**config.mk**
```make
export PLATFORM = sky130hd
export DESIGN_NAME = aes_word_loader
export DESIGN_NICKNAME = d
export VERILOG_FILES = /design/src/rtl/aes_loader_pkg.sv /design/src/rtl/aes_word_assembler.sv /design/src/rtl/aes_word_loader.sv
export SDC_FILE = /design/constraint.sdc
export NUM_CORES = 1
export LEC_CHECK = 0
export CORE_ASPECT_RATIO = 0.9
export CORE_UTILIZATION = 35
export CTS_CLUSTER_DIAMETER = 30
export DETAILED_ROUTE_END_ITERATION = 8
export MAX_ROUTING_LAYER = met4
export PLACE_DENSITY = 0.71
export SLEW_MARGIN = 30
export SYNTH_ARGS = -nofsm -noshare
export SYNTH_HDL_FRONTEND = slang
export SYNTH_SLANG_ARGS = --single-unit
```
**constraint.sdc**
```tcl
create_clock -name AES_clk -period 11.3 [get_ports AES_clk]
set_input_delay 2.26 -clock AES_clk [delete_from_list [all_inputs] [get_ports AES_clk]]
set_output_delay 2.26 -clock AES_clk [all_outputs]
set_load 0.02 [all_outputs]
```
**src/rtl/aes_loader_pkg.sv**
```systemverilog
// Shared sizes, slot index type and FSM state encoding for the AES word loader.
package aes_loader_pkg;

    localparam int WORDS_PER_BLOCK = 4;
    localparam int WORD_W          = 32;
    localparam int BLOCK_W         = WORDS_PER_BLOCK * WORD_W;
    localparam int SLOT_W          = $clog2(WORDS_PER_BLOCK);
    localparam int HOLD_W          = 8;
    localparam int WAIT_W          = 16;

    typedef logic [SLOT_W-1:0] slot_t;

    localparam slot_t LAST_SLOT = slot_t'(WORDS_PER_BLOCK - 1);

    typedef enum logic [1:0] {
        IDLE,
        RUN,
        WAIT,
        DONE
    } state_t;

endpackage

```
**src/rtl/aes_word_assembler.sv**
```systemverilog
// Collects four 32-bit words, most-significant first, into one 128-bit block
// and tracks which slot is next plus whether the block is complete.
module aes_word_assembler
    import aes_loader_pkg::*;
#(
    parameter bit RESTART_ON_FULL = 1'b0
) (
    input  logic               clk,
    input  logic               rst,
    input  logic               wr_en,
    input  logic               clr,
    input  logic [WORD_W-1:0]  word,
    output logic [BLOCK_W-1:0] block,
    output logic               full
);

    slot_t cnt;
    slot_t wr_slot;

    // NOTE: always_comb assigns its output a default first so no path leaves it unassigned (no latch).
    always_comb begin
        wr_slot = cnt;
        if (RESTART_ON_FULL && full) begin
            wr_slot = '0;
        end
    end

    // NOTE: the block register is reset as well, because the AES core must see all-zero key/data after reset.
    always_ff @(posedge clk or posedge rst) begin
        if (rst) begin
            block <= '0;
            cnt   <= '0;
            full  <= 1'b0;
        end else if (clr) begin
            cnt  <= '0;
            full <= 1'b0;
        end else if (wr_en) begin
            for (int k = 0; k < WORDS_PER_BLOCK; k++) begin
                if (wr_slot == slot_t'(k)) begin
                    block[BLOCK_W-1-WORD_W*k -: WORD_W] <= word;
                end
            end
            cnt  <= wr_slot + 1'b1;
            // Slot 0 starts a fresh frame (clears full); slot 3 completes it.
            full <= (wr_slot == LAST_SLOT);
        end
    end

endmodule

```
**src/rtl/aes_word_loader.sv**
```systemverilog
// Streams 32-bit key/plaintext words into 128-bit AES_top inputs and sequences AES_en.
// Optional: define AES_LOADER_TIMEOUT_EN to bound the wait for AES_data_out_valid.
module aes_word_loader
    import aes_loader_pkg::*;
#(
    parameter int EN_HOLD = 51,
    parameter int TIMEOUT = 1024
) (
    input  logic               AES_clk,
    input  logic               AES_rst,
    input  logic [WORD_W-1:0]  s_word,
    input  logic               s_key_sel,
    input  logic               s_valid,
    output logic               s_ready,
    output logic               AES_en,
    output logic [BLOCK_W-1:0] AES_data_in,
    output logic [BLOCK_W-1:0] AES_key_in,
    input  logic               AES_data_out_valid,
    output logic               busy,
    output logic               done,
    output logic               timeout_err
);

    if (EN_HOLD < 1 || EN_HOLD > 255 || TIMEOUT < 2 || TIMEOUT > 65535) begin : g_param_range
        $error("aes_word_loader: EN_HOLD or TIMEOUT out of range");
    end

    localparam logic [HOLD_W-1:0] HOLD_LAST = HOLD_W'(EN_HOLD - 1);

    state_t            state;
    logic [HOLD_W-1:0] hold_cnt;
    logic              key_loaded;
    logic              data_full;
    logic              launch_pending;
    logic              accept;

    assign launch_pending = data_full & key_loaded;
    assign s_ready        = ~AES_rst & (state == IDLE) & ~launch_pending;
    assign accept         = s_valid & s_ready;
    assign busy           = (state != IDLE);

    aes_word_assembler #(.RESTART_ON_FULL(1'b0)) u_key (
        .clk   (AES_clk),
        .rst   (AES_rst),
        .wr_en (accept & s_key_sel),
        .clr   (1'b0),
        .word  (s_word),
        .block (AES_key_in),
        .full  (key_loaded)
    );

    // The data frame is released on completion; the key stays loaded for reuse.
    aes_word_assembler #(.RESTART_ON_FULL(1'b1)) u_data (
        .clk   (AES_clk),
        .rst   (AES_rst),
        .wr_en (accept & ~s_key_sel),
        .clr   (state == DONE),
        .word  (s_word),
        .block (AES_data_in),
        .full  (data_full)
    );

`ifdef AES_LOADER_TIMEOUT_EN
    localparam logic [WAIT_W-1:0] WAIT_LAST = WAIT_W'(TIMEOUT - 1);
    logic [WAIT_W-1:0] wait_cnt;
`else
    assign timeout_err = 1'b0;
`endif

    // NOTE: sequential state uses non-blocking assignments so every register samples pre-edge values.
    always_ff @(posedge AES_clk or posedge AES_rst) begin
        if (AES_rst) begin
            state    <= IDLE;
            hold_cnt <= '0;
            AES_en   <= 1'b0;
            done     <= 1'b0;
`ifdef AES_LOADER_TIMEOUT_EN
            wait_cnt    <= '0;
            timeout_err <= 1'b0;
`endif
        end else begin
            done <= 1'b0;
`ifdef AES_LOADER_TIMEOUT_EN
            if (accept && !s_key_sel) begin
                timeout_err <= 1'b0;
            end
`endif
            case (state)
                IDLE: begin
                    if (launch_pending) begin
                        state    <= RUN;
                        AES_en   <= 1'b1;
                        hold_cnt <= '0;
                    end
                end
                RUN: begin
                    // An early completion cuts the enable window short and skips WAIT.
                    if (AES_data_out_valid) begin
                        state  <= DONE;
                        AES_en <= 1'b0;
                        done   <= 1'b1;
                    end else if (hold_cnt == HOLD_LAST) begin
                        state  <= WAIT;
                        AES_en <= 1'b0;
`ifdef AES_LOADER_TIMEOUT_EN
                        wait_cnt <= '0;
`endif
                    end else begin
                        hold_cnt <= hold_cnt + 1'b1;
                    end
                end
                WAIT: begin
                    if (AES_data_out_valid) begin
                        state <= DONE;
                        done  <= 1'b1;
                    end
`ifdef AES_LOADER_TIMEOUT_EN
                    else if (wait_cnt == WAIT_LAST) begin
                        state       <= DONE;
                        done        <= 1'b1;
                        timeout_err <= 1'b1;
                    end else begin
                        wait_cnt <= wait_cnt + 1'b1;
                    end
`endif
                end
                DONE: state <= IDLE;
                default: state <= IDLE;
            endcase
        end
    end

endmodule

```
==> qor.txt <==
Status - finished clean
Fmax achieved - 173 MHz
Nets - 1045
Avg Inst Size Synth - 16.2 sq um
Die span in y - 168 um
Via density - 4.76
Clk buf depth - 3
Multi-input gate area - 0.00367 sq mm
# diodes - 0
Clock sinks - 274
Clk slew on worst S/H paths - 0.05 ns
PostCTS Resize Cnt - 0
CP required - 9.04 ns
Post-synth cell types - 42
Post CTS Setup Buffer Count - 0
Syn Nets - 716
Register area - 0.00686 sq mm
Top cells by count, synth - 274 x dfrtp_1, 241 x mux2_2, 17 x mux2_1
Die Area - 0.0315 sq mm
Synth top area share - 63.7%
Gate power share - 35.0%
H-tree level count - 2
HP Class - reg -> reg
Vias in the first global route - 7521
Cell with the most instances on the worst path - clkdlybuf4s50_1
Number of synthesized flops with an enable pin - 0
Die X-Extent - 187 um
Setup-failing EPs final - 0
Synth top area cells - dfrtp_1 64%, mux2_2 25%, mux2_1 1.8%
Design Power - 4.88 mW
RSZ-0062 raised after global routing - false
Minimum clock period - 5.80 ns
GRT Util Overall - 18.8%
Worst-path fanout max - 2
DRT antenna net count - 0
Worst path cell trace - clkdlybuf4s50_1 > nor2_1 > clkdlybuf4s50_1
Core Box Area - 0.0301 sq mm
Clk_lat worst skew - 0.54 ns
Setup TNS Final - 0 ns
Fraction of registers with async set/reset - 100%
Initial DRC count - 270
Mapped Area - 0.0108 sq mm
Initial antenna violation count - 0
Internal power - 3.34 mW
Sw frac - 31.4%
Pwr dens - 305 mW/mm^2
Skew final - 0.0190 ns
Clock share of power - 33.4%
IO buf count - 296
I/O pin cnt - 298
Row Count - 60
Syn Inst Count - 664
Dpl hpwl - 17.8 mm
Fin Hold WS - 0.486 ns
Top-count cell post-synth - dfrtp_1
Yosys reg bits - 274
Warnings, synthesis - 0
Fillers - 2518
DRC Markers - 0
Fin. Hold Viols - 0
Dpl ws - 5.52 ns
First-pass GRT wire length - 44.5 mm
Placer Congestion - 0.766
GRT overflow - 0
Critical Path Max Stage Delay - 0.61 ns
Setup Crit Path Kind - in -> out
CTS Root Cell - clkbuf_16
Max Cap Viol - 0
Drt pass-1 iters - 4
Placed instance count - 1341
Fin crit share - 51.3%
Worst slew pin tran - 0.926 ns
Final worst slack - 5.50 ns
Layout area overhead - 48.7%
Final cell count without fillers - 1438
# hold bufs at CTS - 0
Vias - 6844
Yosys top cell by area - dfrtp_1
CTS tree - yes
Pins Over Slew Limit - 0
Share of power burned in registers - 31.6%
Largest net degree at the start of global routing - 126
Sequential area share after synthesis - 63.7%
Slew margin rel. - 38.2%
NetSw - 1.53 mW
Layout cell share with drive strength beyond 1 - 34.4%
Worst Path Arrival - 3.54 ns
CP endpoint kind - primary output
Main synth FF type - dfrtp_1
Leak - 7.34 nW
Routed len/inst - 19.5 um
Cts bufs inserted - 53
Startpoint types - input pin
Slowest-stage cell, CP - clkdlybuf4s50_1
Initial core utilization - 35.8%
Final wirelength - 28.0 mm
Peak supply drop - 0.150 mV
## critical path: cells and delay by family
family,cells,cell delay [ns]
buffers and inverters,2,1.13
AND/OR/NAND/NOR,1,0.14
## cell families after synthesis
kind of cell	Yosys count	share of synthesized area, %
fa+ha+maj	15	1.74
simple gates	42	2.97
mux	261	27.3
flops	274	63.7
compound gates	30	1.82
other cells	1	0.0348
xor+xnor	1	0.0813
buf+inv	40	2.44
## metrics by stage
step,util [%],area (sq um)
after floorplan,-,10800
after global placement,46.7,14100
after detailed placement,46.9,14100
after CTS,53.2,16000
after global routing,53.2,16000
final,53.2,16000
## power by group through the flow
| stage | registers, mW | logic [mW] | clock network [mW] |
|---|---|---|---|
| 2_1_floorplan | 1.96 | 0.427 | 0 |
| 3_3_place_gp | 1.53 | 1.69 | 0 |
| 3_5_place_dp | 1.55 | 1.72 | 0 |
| 4_1_cts | 1.54 | 1.73 | 1.66 |
| 5_1_grt | 1.59 | 1.80 | 1.71 |
| 6_report | 1.54 | 1.71 | 1.63 |
## state kept, by name (all words and copies together), names as in the netlist, 2 cells and up
signal	count
state	2
u_key.cnt	2
u_data.block	128
hold_cnt	8
u_key.block	128
u_data.cnt	2
## cells in the final DEF, fill, tap and decap left out, drive strengths merged, types with 3 or more instances in the layout
cell / n
a21oi: 7
a31oi: 4
a41oi: 3
buf: 7
bufinv: 8
clkbuf: 67
clkdlybuf4s50: 296
clkinv: 18
clkinvlp: 4
dfrtp: 274
ha: 15
inv: 11
mux2: 258
mux2i: 3
nand2: 10
nand2b: 6
nor2: 6
nor3b: 4
o21ai: 8
## cell type report
class	count	area share, %
Tap cell	403	3.15
Inverter	11	0.336
Multi-Input combinational cell	350	22.9
Timing Repair Buffer	303	18.9
Sequential cell	274	42.8
Clock inverter	30	2.46
Clock buffer	67	9.37
## per-layer routing
| layer | track usage [%] | vias up | part of all wire [%] |
|---|---|---|---|
| li1 | - | 3040 | - |
| met1 | 23.7 | 3504 | 44 |
| met2 | 28.9 | 243 | 47 |
| met3 | 6.05 | 57 | 7.5 |
| met4 | 5.52 | 0 | 2.2 |
| met5 | - | - | 0 |
## worst paths after layout
check / to / from / slack, ns / cells after the start
setup / recovery: s_ready / AES_rst / 5.50 / 3
hold / removal: u_key.block[119] / u_key.block[119] / 0.49 / 1
setup reg to reg: u_data.block[78] / state[0] / 8.22 / 7
hold reg to reg: u_key.block[119] / u_key.block[119] / 0.49 / 1
max in group asynchronous: u_key.block[80] / AES_rst / 7.76 / 4
min in group asynchronous: u_key.block[0] / AES_rst / 2.27 / 2
Power figures use the tool's default switching activity.
